==> config.mk <==
export PLATFORM = sky130hd
export DESIGN_NAME = imem_loader_flat
export DESIGN_NICKNAME = d
export VERILOG_FILES = /design/src/rtl/imem_loader_pkg.sv /design/src/rtl/imem_loader_if.sv /design/src/rtl/word_assembler.sv /design/src/rtl/imem_loader.sv /design/src/flat_wrapper.sv
export SDC_FILE = /design/constraint.sdc
export NUM_CORES = 1
export LEC_CHECK = 0
export ABC_AREA = 1
export CORE_UTILIZATION = 55
export DETAILED_ROUTE_END_ITERATION = 10
export PLACE_DENSITY = 0.79
export REMOVE_ABC_BUFFERS = 1
export SKIP_LAST_GASP = 1
export SYNTH_ARGS = -nofsm -noshare
export SYNTH_HDL_FRONTEND = slang
export SYNTH_SLANG_ARGS = --single-unit
==> constraint.sdc <==
create_clock -name CLK -period 2.5 [get_ports CLK]
set_clock_uncertainty 0.2 [all_clocks]
set_input_delay 0.5 -clock CLK [delete_from_list [all_inputs] [get_ports CLK]]
set_output_delay 0.5 -clock CLK [all_outputs]
set_load 0.02 [all_outputs]
==> src/rtl/imem_loader_pkg.sv <==
// Shared types and constants for the boot-time instruction-memory loader.
package imem_loader_pkg;

  // Frame-parsing FSM states.
  typedef enum logic [2:0] {
    StIdle,
    StLenLo,
    StLenHi,
    StData,
    StCheck,
    StDone,
    StErr
  } state_e;

  // Default start-of-frame marker.
  localparam logic [7:0] SyncByte = 8'hA5;

  // SYNC, LEN_LO and LEN_HI precede the payload.
  localparam int unsigned HdrBytes = 3;

endpackage

==> src/rtl/imem_loader_if.sv <==
// Byte-stream input and instruction-memory write port of the loader.
// The loader is the slave side: it sinks bytes and drives memory writes.
interface imem_loader_if #(
  parameter int unsigned ADDR_W = 6
) ();

  logic              rx_valid;
  logic [7:0]        rx_data;
  logic              rx_ready;
  logic              im_we;
  logic [ADDR_W-1:0] im_addr;
  logic [31:0]       im_wdata;

  modport master (
    output rx_valid,
    output rx_data,
    input  rx_ready,
    input  im_we,
    input  im_addr,
    input  im_wdata
  );

  modport slave (
    input  rx_valid,
    input  rx_data,
    output rx_ready,
    output im_we,
    output im_addr,
    output im_wdata
  );

endinterface

==> src/rtl/word_assembler.sv <==
// Packs payload bytes little-endian into 32-bit words and keeps the running
// XOR of every payload byte for the trailing checksum.
module word_assembler (
  input  logic        CLK,
  input  logic        RST_N,
  input  logic        clr,
  input  logic        en,
  input  logic [7:0]  din,
  output logic        last,
  output logic [31:0] word,
  output logic [7:0]  chk
);

  logic [1:0]  idx_q;
  logic [31:0] lanes_q;
  logic [31:0] lanes_d;
  logic [7:0]  xor_q;

  // Current byte dropped into its lane; word is complete when last is high.
  always_comb begin
    lanes_d = lanes_q;
    lanes_d[{idx_q, 3'b000} +: 8] = din;
  end

  // Byte index, lane register and checksum accumulator.
  always_ff @(posedge CLK or negedge RST_N) begin
    if (!RST_N) begin
      idx_q   <= 2'd0;
      lanes_q <= 32'd0;
      xor_q   <= 8'd0;
    end else if (clr) begin
      idx_q   <= 2'd0;
      lanes_q <= 32'd0;
      xor_q   <= 8'd0;
    end else if (en) begin
      idx_q   <= idx_q + 2'd1;
      lanes_q <= lanes_d;
      xor_q   <= xor_q ^ din;
    end
  end

  assign last = (idx_q == 2'd3);
  assign word = lanes_d;
  assign chk  = xor_q;

endmodule

==> src/rtl/imem_loader.sv <==
// Boot loader: parses SYNC / LEN / payload / CHK frames from a byte stream,
// writes payload words into instruction memory and releases the core once
// the checksum matches.
module imem_loader
  import imem_loader_pkg::*;
#(
  parameter int unsigned ADDR_W = 6,
  parameter int unsigned DEPTH  = 64,
  parameter logic [7:0]  SYNC   = SyncByte
) (
  input  logic          CLK,
  input  logic          RST_N,
  imem_loader_if.slave  bus,
  output logic          core_run,
  output logic          load_err,
  output logic [ADDR_W:0] words_loaded
);

  localparam logic [ADDR_W:0] WordOne = (ADDR_W + 1)'(1);

  state_e state_q, state_d;

  logic              rx_ready_q, rx_ready_d;
  logic              fire;
  logic [15:0]       len_q;
  logic [15:0]       len_full;
  logic [ADDR_W:0]   words_q;
  logic [ADDR_W:0]   words_inc;
  logic              im_we_q;
  logic [ADDR_W-1:0] im_addr_q;
  logic [31:0]       im_wdata_q;

  logic              acc_clr;
  logic              acc_en;
  logic              len_lo_we;
  logic              len_hi_we;
  logic              word_we;
  logic              asm_last;
  logic [31:0]       asm_word;
  logic [7:0]        asm_chk;

  assign fire      = bus.rx_valid & rx_ready_q;
  assign len_full  = {bus.rx_data, len_q[7:0]};
  assign words_inc = words_q + WordOne;

  word_assembler u_asm (
    .CLK  (CLK),
    .RST_N(RST_N),
    .clr  (acc_clr),
    .en   (acc_en),
    .din  (bus.rx_data),
    .last (asm_last),
    .word (asm_word),
    .chk  (asm_chk)
  );

  // Next state and per-byte strobes; nothing moves without an accepted byte.
  always_comb begin
    state_d   = state_q;
    acc_clr   = 1'b0;
    acc_en    = 1'b0;
    len_lo_we = 1'b0;
    len_hi_we = 1'b0;
    word_we   = 1'b0;
    if (fire) begin
      unique case (state_q)
        StIdle: begin
          if (bus.rx_data == SYNC) begin
            state_d = StLenLo;
            acc_clr = 1'b1;
          end
        end
        StLenLo: begin
          len_lo_we = 1'b1;
          state_d   = StLenHi;
        end
        StLenHi: begin
          len_hi_we = 1'b1;
          // Rejecting oversize frames here is what keeps the address from wrapping.
          if (len_full > 16'(DEPTH)) begin
            state_d = StErr;
          end else if (len_full == 16'd0) begin
            state_d = StCheck;
          end else begin
            state_d = StData;
          end
        end
        StData: begin
          acc_en = 1'b1;
          if (asm_last) begin
            word_we = 1'b1;
            if (16'(words_inc) == len_q) begin
              state_d = StCheck;
            end
          end
        end
        StCheck: begin
          state_d = (bus.rx_data == asm_chk) ? StDone : StErr;
        end
        default: ;
      endcase
    end
  end

  // Ready is registered so it stays low during reset and drops with DONE/ERR.
  always_comb begin
    rx_ready_d = (state_d != StDone) && (state_d != StErr);
  end

  // FSM state and ready flag.
  always_ff @(posedge CLK or negedge RST_N) begin
    if (!RST_N) begin
      state_q    <= StIdle;
      rx_ready_q <= 1'b0;
    end else begin
      state_q    <= state_d;
      rx_ready_q <= rx_ready_d;
    end
  end

  // Length capture, word counter and the registered memory write port.
  always_ff @(posedge CLK or negedge RST_N) begin
    if (!RST_N) begin
      len_q      <= 16'd0;
      words_q    <= '0;
      im_we_q    <= 1'b0;
      im_addr_q  <= '0;
      im_wdata_q <= 32'd0;
    end else begin
      im_we_q <= word_we;
      if (len_lo_we) begin
        len_q[7:0] <= bus.rx_data;
      end
      if (len_hi_we) begin
        len_q[15:8] <= bus.rx_data;
      end
      if (word_we) begin
        im_addr_q  <= words_q[ADDR_W-1:0];
        im_wdata_q <= asm_word;
        words_q    <= words_inc;
      end
    end
  end

  assign bus.rx_ready = rx_ready_q;
  assign bus.im_we    = im_we_q;
  assign bus.im_addr  = im_addr_q;
  assign bus.im_wdata = im_wdata_q;
  assign core_run     = (state_q == StDone);
  assign load_err     = (state_q == StErr);
  assign words_loaded = words_q;

endmodule
==> src/flat_wrapper.sv <==
// flat-port wrapper written by rule: the top's interface ports become plain ports
module imem_loader_flat import imem_loader_pkg::*;
#(
  parameter int unsigned ADDR_W = 6,
  parameter int unsigned DEPTH  = 64,
  parameter logic [7:0]  SYNC   = SyncByte
)
  (CLK, RST_N, core_run, load_err, words_loaded, bus_rx_valid, bus_rx_data, bus_rx_ready, bus_im_we, bus_im_addr, bus_im_wdata);
  imem_loader_if #(.ADDR_W(ADDR_W)) bus_i ();
  input  logic CLK;
  input  logic RST_N;
  output logic core_run;
  output logic load_err;
  output logic [ADDR_W:0] words_loaded;
  input wire logic [$bits(bus_i.rx_valid)-1:0] bus_rx_valid;
  input wire logic [$bits(bus_i.rx_data)-1:0] bus_rx_data;
  output wire logic [$bits(bus_i.rx_ready)-1:0] bus_rx_ready;
  output wire logic [$bits(bus_i.im_we)-1:0] bus_im_we;
  output wire logic [$bits(bus_i.im_addr)-1:0] bus_im_addr;
  output wire logic [$bits(bus_i.im_wdata)-1:0] bus_im_wdata;
  assign bus_i.rx_valid = bus_rx_valid;
  assign bus_i.rx_data = bus_rx_data;
  assign bus_rx_ready = bus_i.rx_ready;
  assign bus_im_we = bus_i.im_we;
  assign bus_im_addr = bus_i.im_addr;
  assign bus_im_wdata = bus_i.im_wdata;
  imem_loader #(.ADDR_W(ADDR_W), .DEPTH(DEPTH), .SYNC(SYNC)) u_core (.CLK(CLK), .RST_N(RST_N), .bus(bus_i), .core_run(core_run), .load_err(load_err), .words_loaded(words_loaded));
endmodule
-- Word level (Yosys, flattened, before mapping)
Cells that the tools add are included.
- equal/unequal tests: 12
- $lt $le $gt $ge: 1
- add/sub/neg operators: 3
- shifts and indexed selects: 2
- mux-type cells: 27
- $mul: 0
- div/mod/pow operators: 0
- bitwise logic cells: 2
- reduce and logical (&&, ||, !) cells: 4
- operators with widths (cell ; number):
    2-to-1 mux 32 bit ; 2
    bitwise mux 32 bit ; 1
    variable shift 8 x 7 -> 32 bit (first input constant) ; 1
    indexed part select 8 x 7 -> 32 bit ; 1
    2-to-1 mux 3 bit ; 6
    equality test 7 x 16 -> 1 bit ; 1
    greater-than comparator 16 x 7 -> 1 bit (second input constant) ; 1
    logical NOT 16 bit ; 1
    2-to-1 mux 8 bit ; 2
    one-hot mux 3 bit (5 select lines) ; 1
    2-to-1 mux 1 bit ; 12
    equality test 3 bit (second input constant) ; 3
    equality test 8 bit ; 1
    equality test 8 bit (second input constant) ; 1
    XOR 8 bit ; 1
    adder 7 x 1 -> 7 bit (second input constant) ; 1
    negator 5 -> 7 bit ; 1
    equality test 3 x 2 -> 1 bit (second input constant) ; 2
    2-to-1 mux 2 bit ; 3
    inequality test 3 bit (second input constant) ; 2
    equality test 3 x 1 -> 1 bit (second input constant) ; 1
    logical NOT 3 bit ; 1
    adder 2 x 1 -> 2 bit (second input constant) ; 1
    equality test 2 bit (second input constant) ; 1
    other kinds (3) ; 3
- output and inout port bits: 49
- memories kept: 0
- ROM bits: 0
- latch bits: 0
- input bits: 11
- bits in writable memories: 0
- register bits after elaboration: 108
- logic and storage cells: 62

-- Longest topological paths before layout
Gate-level depths: netlist of run 1.
- depth in word-level cells: 8
- depth in mapped cells: 15
- mapped depth without buffers: 15

-- Modules after synthesis
From an unflattened synthesis of run 1, not the netlist that was laid out.
- cell total of the unflattened synthesis: 722
- area total of the unflattened synthesis: 5398.9 um^2
- modules (own cells, without submodules) (module ; sequential area each (um^2) ; times used ; area each (um^2) ; cells an instance):
    imem_loader ; 1651.6 ; 1 ; 3075.4 ; 396
    word_assembler ; 1051.0 ; 1 ; 2323.5 ; 326

-- Worst setup path before layout of run 1
No wires, ideal clock.
- path kind: reg-to-reg
- start: reg u_core.u_asm.idx_q[0]
- end: reg u_core.u_asm.lanes_q[8]
- data required time: 2.235 ns
- library setup time: 0.065 ns
- path slack: 0.203 ns
- cell stages (with the launch flop): 10
- buffers on the path: 1
- clock period less this slack: 2.297 ns
- data arrival time: 2.032 ns
- cell sequence: dfrtp_1 -> buf_2 -> clkinv_1 -> ha_1 -> inv_2 -> nor3_1 -> inv_1 -> o32ai_1 -> a31oi_1 -> inv_1
- word-level cells in the longest chain between the ends: 5
- elaborated cells between the ends (all ways): 6
- classes of those cells: add/sub: 1; shift: 2; mux: 3
- RTL lines (what ; RTL line ; RTL):
    start: declaration ; word_assembler.sv:14 ; logic [1:0] idx_q;
    start signal: assignment ; word_assembler.sv:36 ; idx_q <= idx_q + 2'd1;
    negator 5 -> 7 bit (*) ; word_assembler.sv:22 ; lanes_d[{idx_q, 3'b000} +: 8] = din;
    indexed part select 8 x 7 -> 32 bit / variable shift 8 x 7 -> 32 bit (equally long branches) ; word_assembler.sv:22 ;
    bitwise mux 32 bit (*) ; word_assembler.sv:22 ;
    2-to-1 mux 32 bit (*) ; word_assembler.sv:35 ; end else if (en) begin
    2-to-1 mux 32 bit (*) ; word_assembler.sv:31 ; end else if (clr) begin
    end signal: assignment ; word_assembler.sv:37 ; lanes_q <= lanes_d;
    end: declaration ; word_assembler.sv:15 ; logic [31:0] lanes_q;
Mark *: on every way between the ends. The rest lies on a longest branch, timed or not. The select of a mux whose other input is x is not followed.
A chain may end at the register's enable or synchronous reset.

-- Final worst setup path of run 1
- start: reg u_core.state_q[1]
- end: out core_run
- word-level cells in the longest chain between the ends: 1
- RTL lines (what ; RTL line ; RTL):
    start: declaration ; imem_loader.sv:21 ; state_e state_q, state_d;
    start signal: assignment ; imem_loader.sv:113 ; state_q <= StIdle;
    start signal: assignment ; imem_loader.sv:116 ; state_q <= state_d;
    equality test 3 bit ; imem_loader.sv:149 ; assign core_run = (state_q == StDone);
    end: declaration ; flat_wrapper.sv:12 ; output logic core_run;
No other way between the ends.

==> results_dict.tcl, run 1 <==
set metrics [dict create \
    worstHoldEndpoint "u_core.bus.im_addr[1]$_DFFE_PN0P_" \
    maxSlewHeadroom_pct 63.7 \
    htreeDepth 3 \
    core-area_sq_um 8640 \
    min_path_type "reg2reg" \
    crit_fanout 4 \
    synth.cell_area_sq_um 4880 \
    final_common_cell "nand2_1" \
    synth-seq-area-share_pct 51.3 \
    p_leak_nw 2.78 \
    antenna_found_initial 0 \
    ios 60 \
    post_cts_buffers 0 \
    setup_ws_ps 55.7 \
    final_area_sq_um 5910 \
    final_cell_mix "nand2_1 (152), dfrtp_1 (100), inv_1 (63)" \
    routed_via_density 5.41 \
    dpl-instance-area_sq_um 5700 \
    insertion_delay_ps 360 \
    antenna_cells 0 \
    worstPathCellList "nor3_1, clkdlybuf4s50_1" \
    place_hpwl_microns 8030 \
    rsz0062_at_grt "no" \
    met3_usage_pct 3.48 \
    yosys.area_share.simple_pct 23.2 \
    setup_violations 0 \
    synth-seq-cells 100 \
    cap_violations 0 \
    met2_usage_pct 43.9 \
    start_util_pct 56.5 \
    die_h_microns 96.2 \
    drc 0 \
    grt_max_degree 41 \
    cts_tree "built" \
    critical_path.slowest_cell "clkdlybuf4s50_1" \
    synth_mux_area_share_pct 0 \
    wirelength_microns 11100 \
    first_pass_iters 5 \
    r2r_slack_ps 360 \
    synth_compound_area_share_pct 14.0 \
    holdCritStartpoint "u_core.bus.im_addr[1]$_DFFE_PN0P_" \
    outcome "finished, final reports clean" \
    cp_data_arrival_time_ps 1740 \
    critPathTopFamily "buffers and inverters" \
    syn_inst 579 \
    startpoint_type "register" \
    grt_pass1_wl_microns 18400 \
    die_area_sq_um 9260 \
    multiInputGateArea_sq_um 1980 \
    cts_sinks 100 \
    grt_overflow_total 0 \
    max_freq_ghz 0.409 \
    final_layout_size_suffix_gt1_share_pct 10.8 \
    use_met1_pct 35.0 \
    fin_crit_sh_pct 97.8 \
    finish.net_count 669 \
    ff_latch_area_sq_um 2500 \
    track_usage_pct 26.2 \
    slew_violations 0 \
    reg2reg_from "u_core.u_asm.idx_q[0]$_DFFE_PN0P_" \
    syn-mean-instance-area_sq_um 8.43 \
    reg2reg_to "u_core.bus.im_wdata[9]$_DFFE_PN0P_" \
    vias 4141 \
    cts_buffer_depth 2 \
    yosysUniqueCellTypes 35 \
    slowest_delay_ps 650 \
    port_buffers 59 \
    die_w_microns 96.2 \
    ant_nets 0 \
    root_buffer "clkbuf_8" \
    place.gp.congestion 0.911 \
    synth-xor-area-share_pct 1.79 \
    hold_depth 2 \
    ir_worst_vdd_mv 0.592 \
    numCtsBuffers 9 \
    clk_pin_slew_ps 90 \
    synth_top_family_by_area "simple AND/OR/NAND/NOR gates" \
    drtIter0Drc 279 \
    cp.required_ps 1800 \
    grt_busiest_layer "met2" \
    grt_pass1_vias 3879 \
    reg2reg_depth 8 \
    yosysWarnings 0 \
    synthToLayoutAreaGrowth_pct 21.0 \
    synth-adder-area-share_pct 1.54 \
    powerDensity_nw_per_um2 1030 \
    period_needed_ps 2440 \
    setup_tns_ps 0 \
    worst-slew-pin-transition_ps 542 \
    hold_viol 0 \
    rows 34 \
    fillCellCount 695 \
    end_kind "output pin" \
    path_buf_inv 1 \
    crit_type "reg2out" \
    avgRoutedWirePerCell_microns 14.4 \
    pre_cts_slack_ps 51.4 \
]
repair_timing:
| action | in CTS | in global routing |
|---|---|---|
| hold endpoints to repair | 29 | 0 |
| setup endpoints to repair | 0 | 1 |
| hold buffers | 1 | 0 |
| gates resized for setup | 0 | 1 |
final cells by class:
class	count	area share [%]
clock inverters	5	1.02
clock buffers	11	2.39
inverters	72	4.62
repair buffers	84	13.8
well taps	108	2.29
multi-input cells	385	33.5
flip-flops and latches	100	42.3
worst max-delay path by stage:
stage / start / endpoint / slack [ps] / depth (start not counted)
floorplan: u_core.u_asm.idx_q[0]$_DFFE_PN0P_ / u_core.u_asm.lanes_q[8]$_DFFE_PN0P_ / 180 / 8
global placement: bus_rx_data[5] / u_core.u_asm.chk[4]$_DFFE_PN0P_ / 80 / 10
detailed placement: bus_rx_data[6] / u_core.bus.rx_ready$_DFF_PN0_ / 50 / 11
CTS: u_core.state_q[1]$_DFF_PN0_ / load_err / 30 / 3
global route: u_core.state_q[0]$_DFF_PN0_ / core_run / 3 / 3
finish: u_core.state_q[1]$_DFF_PN0_ / core_run / 60 / 2
power breakdown:
part           switching, mW  internal, mW  leakage, nW
Combinational           1.55         0.991         1.37
Sequential             0.348          2.12         1.31
Clock                  0.565         0.495       0.0999
logic make-up (layout without fill, tap and decap cells):
group                      Yosys count  in the layout
AOI/OAI and AO/OA                  115            115
xor gates and xnor gates            10             10
adders and majority gates            6              6
buffers and inverters               94            172
DFF                                100            100
and+or+nand+nor                    254            254
flip-flops by register name (all words and copies together), names as in the netlist:
register	count
u_core.u_asm.idx_q	2
u_core.len_q	16
u_core.bus.im_addr	6
u_core.bus.im_wdata	32
u_core.u_asm.lanes_q	24
u_core.words_loaded	7
u_core.u_asm.chk	8
u_core.bus.rx_ready	1
u_core.state_q	3
u_core.bus.im_we	1
layer usage:
metal  wire [microns]  vias up
li1                 -     2036
met1             5040     1960
met2             5300      125
met3              509       20
met4              205        0
met5                0        -
synthesized netlist by cell type (all sizes together):
| library cell | number | area (sq um) |
|---|---|---|
| nand2 | 157 | 617 |
| dfrtp | 100 | 2500 |
| o21ai | 72 | 364 |
| inv | 70 | 265 |
| nor2 | 35 | 158 |
| nor3 | 26 | 156 |
| nand3 | 25 | 130 |
| a22oi | 18 | 135 |
| buf | 16 | 105 |
| a21oi | 14 | 100 |
| nand4 | 7 | 43.8 |
| clkbuf | 6 | 22.5 |
| ha | 6 | 75.1 |
| o32ai | 6 | 52.6 |
| xnor2 | 6 | 52.6 |
| xor2 | 4 | 35.0 |
| o22ai | 3 | 18.8 |
| clkinv | 2 | 7.51 |
| nand3b | 2 | 15.0 |
| nor4 | 2 | 12.5 |
| a21boi | 1 | 7.51 |
| a31oi | 1 | 6.26 |
worst reg2reg max path, cell delays in order (launching register included):
cell and delay (ps):
dfrtp_1 360, clkinv_1 130, ha_1 370, inv_2 110
nor3_1 240, inv_1 170, o32ai_1 330, nand2_1 100
nand2_1 80
through the flow:
| stage | util [%] | hold WS, ps | cells | power (mW) |
|---|---|---|---|---|
| after CTS | 68.4 | 286 | 765 | 6.09 |
| after global routing | 68.4 | 297 | 765 | 6.51 |
| final | 68.4 | 284 | 765 | 6.07 |
| after global placement | 66.0 | 252 | 748 | 4.92 |
| after floorplan | - | 4.41 | 557 | 4.09 |
| after detailed placement | 66.0 | 263 | 748 | 5.02 |
(Power assumes the default switching activity.)
==> run 2: changes to the inputs <==
CELL_PAD_IN_SITES_DETAIL_PLACEMENT = 1   (was unset)
CELL_PAD_IN_SITES_GLOBAL_PLACEMENT = 1   (was unset)
CORE_UTILIZATION = 42   (was 55)
PLACE_DENSITY = unset   (was 0.79)
PLACE_DENSITY_LB_ADDON = 0.1   (was unset)
==> results_dict.tcl, run 2 (synthesis gave the netlist of run 1 again) <==
set metrics [dict create \
    vias 4135 \
    die_w_microns 110 \
    track_usage_pct 24.0 \
    hold_viol 0 \
    grt_max_degree 47 \
    die_h_microns 110 \
    grt_pass1_vias 4275 \
    first_pass_iters 4 \
    worst-slew-pin-transition_ps 592 \
    core-area_sq_um 11400 \
    grt_overflow_total 0 \
    met1Wirelength_microns 6290 \
    antenna_cells 0 \
    wl_met3_microns 256 \
    p_int_mw 4.01 \
    power_frac_comb_pct 40.2 \
    fillCellCount 1359 \
    multiInputGateArea_sq_um 1980 \
    outcome "finished, final reports clean" \
    die_area_sq_um 12100 \
    p_leak_nw 2.83 \
    final_common_cell "nand2_1" \
    ff_latch_area_sq_um 2500 \
    wirelength_microns 13200 \
    crit_fanout 4 \
    port_buffers 59 \
    synthToLayoutAreaGrowth_pct 24.3 \
    fin_crit_sh_pct 92.6 \
    power.share.switching_pct 39.4 \
    cts_tree "built" \
    final_cells 803 \
    dr.max_layer_used "met4" \
    rows 39 \
    cp_data_arrival_time_ps 1620 \
    root_buffer "clkbuf_16" \
    cts_sinks 100 \
    largest_reg_flops 32 \
    ir_worst_vdd_mv 0.548 \
    max_freq_ghz 0.432 \
    setup_violations 0 \
    insertion_delay_ps 340 \
    grt_pass1_wl_microns 21800 \
    finish.net_count 672 \
    start_util_pct 42.9 \
    drc 0 \
    place.gp.congestion 0.838 \
    antenna_found_initial 0 \
    p_sw_mw 2.61 \
    final_cell_mix "nand2_1 (152), dfrtp_1 (100), inv_1 (63)" \
    period_needed_ps 2320 \
    cts_buffer_depth 2 \
    startpoint_type "register" \
    routed_via_density 5.15 \
    ios 60 \
    post_cts_resized 0 \
    avgRoutedWirePerCell_microns 16.4 \
    dr_wl_met2_microns 6320 \
    setup_tns_ps 0 \
    clockPowerShare_pct 22.6 \
    drtIter0Drc 125 \
    final_layout_size_suffix_gt1_share_pct 11.4 \
    power_frac_seq_pct 37.3 \
    rsz0062_at_grt "no" \
    place_hpwl_microns 9580 \
    hold_slack_ps 279 \
    dpl.cell_count 786 \
    min_path_type "reg2reg" \
    powerDensity_nw_per_um2 1090 \
    htreeDepth 3 \
    maxSlewHeadroom_pct 60.5 \
    end_kind "output pin" \
    ant_nets 0 \
    cap_violations 0 \
    cp.required_ps 1800 \
    slew_violations 0 \
    clk_pin_slew_ps 70 \
    numCtsBuffers 9 \
    crit_type "reg2out" \
]
run 2: metal layers:
| metal | vias to the layer above | GRT usage (%) |
|---|---|---|
| met5 | - | 0 |
| met4 | 0 | 9.90 |
| met2 | 56 | 39.9 |
| li1 | 2036 | - |
| met1 | 2024 | 31.5 |
| met3 | 19 | 3.32 |
run 2: repair_timing:
action,4_1_cts,5_1_grt
endpoints found under the hold margin,41,0
buffers inserted,0,0
hold buffers,1,0
run 2: worst max-delay path, cell delays in order (launching register included):
cell             delay [ps]
dfrtp_1                 430
inv_2                    90
nor3_1                  130
clkdlybuf4s50_1         620
run 2: per-stage QoR:
step | util (%) | instance area (sq um) | worst slack (ps) | power, mW
floorplan | - | 4750 | 180 | 4.09
global placement | 50.5 | 5740 | 45.3 | 5.02
detailed placement | 50.5 | 5740 | 12.1 | 5.15
CTS | 53.4 | 6070 | 165 | 6.68
global route | 53.4 | 6070 | 50.1 | 7.08
finish | 53.4 | 6070 | 184 | 6.61
run 2: final timing paths:
| kind | startpoint | cells after the start | to | slack (ps) |
|---|---|---|---|---|
| max | u_core.state_q[1]$_DFF_PN0_ | 3 | load_err | 180 |
| min | u_core.bus.im_addr[1]$_DFFE_PN0P_ | 2 | u_core.bus.im_addr[1]$_DFFE_PN0P_ | 280 |
| max reg2reg | u_core.u_asm.idx_q[0]$_DFFE_PN0P_ | 8 | u_core.u_asm.lanes_q[8]$_DFFE_PN0P_ | 200 |
| min reg2reg | u_core.bus.im_addr[1]$_DFFE_PN0P_ | 2 | u_core.bus.im_addr[1]$_DFFE_PN0P_ | 280 |
| max in group asynchronous | RST_N | 3 | u_core.len_q[8]$_DFFE_PN0P_ | 950 |
| min in group asynchronous | RST_N | 2 | u_core.bus.im_wdata[26]$_DFFE_PN0P_ | 500 |
run 2: power groups by stage:
| stage | sequential, mW | clock [mW] | combinational [mW] |
|---|---|---|---|
| after floorplan | 2.66 | 0 | 1.44 |
| final | 2.46 | 1.49 | 2.66 |
| after CTS | 2.46 | 1.53 | 2.69 |
| after detailed placement | 2.49 | 0 | 2.66 |
| after global routing | 2.52 | 1.59 | 2.97 |
| after global placement | 2.46 | 0 | 2.56 |
run 2: layout make-up:
class | instances | area share (%)
repair buffers | 87 | 13.4
inverters | 72 | 4.49
well taps | 143 | 2.95
multi-input cells | 385 | 32.6
flip-flops and latches | 100 | 41.2
clock buffers | 13 | 4.62
clock inverters | 3 | 0.701
==> run 3: changes to the inputs <==
CTS_BUF_LIST = sky130_fd_sc_hd__clkbuf_16   (was unset)
HOLD_SLACK_MARGIN = 0.05   (was unset)
==> results_dict.tcl, run 3 (synthesis gave the netlist of run 1 again) <==
set metrics [dict create \
    ir_worst_vdd_mv 0.547 \
    ant_nets 0 \
    finish.net_count 672 \
    die_w_microns 110 \
    crit_type "reg2out" \
    ios 60 \
    fin_crit_sh_pct 92.7 \
    insertion_delay_ps 350 \
    drc 0 \
    cap_violations 0 \
    die_area_sq_um 12100 \
    crit_fanout 4 \
    root_buffer "clkbuf_16" \
    wirelength_microns 13200 \
    final_layout_size_suffix_gt1_share_pct 10.8 \
    cp.required_ps 1800 \
    routed_via_density 5.15 \
    fillCellCount 1366 \
    min_path_type "reg2reg" \
    antenna_found_initial 0 \
    startpoint_type "register" \
    rows 39 \
    setup_violations 0 \
    start_util_pct 42.9 \
    htreeDepth 3 \
    hold_slack_ps 279 \
    cts_buffer_depth 2 \
    place.gp.congestion 0.838 \
    antenna_cells 0 \
    final_cell_mix "nand2_1 (152), dfrtp_1 (100), inv_1 (63)" \
    vias 4134 \
    max_freq_ghz 0.432 \
    cts_tree "built" \
    hold_viol 0 \
    p_leak_nw 2.81 \
    end_kind "output pin" \
    numCtsBuffers 9 \
    powerDensity_nw_per_um2 1080 \
    place_hpwl_microns 9580 \
    multiInputGateArea_sq_um 1980 \
    largest_reg_flops 32 \
    grt_pass1_vias 4282 \
    period_needed_ps 2320 \
    cts_sinks 100 \
    outcome "finished, final reports clean" \
    final_common_cell "nand2_1" \
    grt_pass1_wl_microns 21700 \
    cp_data_arrival_time_ps 1620 \
    track_usage_pct 24.0 \
    port_buffers 59 \
    clk_pin_slew_ps 70 \
    grt_overflow_total 0 \
    slew_violations 0 \
    first_pass_iters 4 \
    ff_latch_area_sq_um 2500 \
    drtIter0Drc 150 \
    synthToLayoutAreaGrowth_pct 23.5 \
    post_cts_resized 0 \
    rsz0062_at_grt "no" \
    grt_max_degree 47 \
    core-area_sq_um 11400 \
    avgRoutedWirePerCell_microns 16.4 \
    maxSlewHeadroom_pct 60.8 \
    setup_tns_ps 0 \
    die_h_microns 110 \
    worst-slew-pin-transition_ps 587 \
]
==> run 3: metal layers <==
| layer | up-vias | wire, microns | global-route usage, % |
|---|---|---|---|
| met2 | 62 | 6340 | 40.0 |
| met5 | - | 0 | 0 |
| met3 | 19 | 268 | 3.32 |
| li1 | 2036 | - | - |
| met1 | 2017 | 6250 | 31.2 |
| met4 | 0 | 290 | 9.90 |
==> run 3: area by class of cell <==
type	instances	area share [%]
Tap cell	143	2.97
Timing Repair Buffer	87	13.5
Sequential cell	100	41.5
Clock buffer	9	3.74
Clock inverter	7	0.955
Inverter	72	4.52
Multi-Input combinational cell	385	32.8
==> run 3: repair_timing <==
item | in CTS | in global routing
buffers inserted | 0 | 0
hold buffers | 1 | 0
endpoints found under the hold margin | 41 | 0
==> run 3: critical path, stage by stage (launching register included) <==
cell and delay [ps]:
dfrtp_1 430, inv_2 90, nor3_1 130, clkdlybuf4s50_1 620
==> run 3: stage by stage <==
| stage | utilization, % | instance area [sq um] | setup slack, ps | cells | power [mW] |
|---|---|---|---|---|---|
| 2_1_floorplan | - | 4750 | 180 | 557 | 4.09 |
| 3_3_place_gp | 50.5 | 5740 | 45.3 | 786 | 5.02 |
| 3_5_place_dp | 50.5 | 5740 | 12.1 | 786 | 5.15 |
| 4_1_cts | 53.0 | 6030 | 167 | 803 | 6.55 |
| 5_1_grt | 53.0 | 6030 | 50.4 | 803 | 6.94 |
| 6_report | 53.0 | 6030 | 183 | 803 | 6.48 |
==> run 3: power by group <==
part	total (mW)	internal [mW]	switching, mW
logic	2.65	1.00	1.65
clock network	1.36	0.761	0.602
registers	2.47	2.12	0.342
total	6.48	3.88	2.60
==> run 3: path summary, 6_finish.rpt <==
path                                              startpoint                                  end  slack (ps)  cells past startpoint
setup reg to reg           u_core.u_asm.idx_q[0]$_DFFE_PN0P_  u_core.u_asm.lanes_q[8]$_DFFE_PN0P_         210                      8
min in group asynchronous                              RST_N  u_core.bus.im_wdata[26]$_DFFE_PN0P_         490                      2
setup / recovery                 u_core.state_q[1]$_DFF_PN0_                             load_err         180                      3
hold / removal             u_core.bus.im_addr[1]$_DFFE_PN0P_    u_core.bus.im_addr[1]$_DFFE_PN0P_         280                      2
hold reg to reg            u_core.bus.im_addr[1]$_DFFE_PN0P_    u_core.bus.im_addr[1]$_DFFE_PN0P_         280                      2
max in group asynchronous                              RST_N          u_core.len_q[8]$_DFFE_PN0P_         950                      3
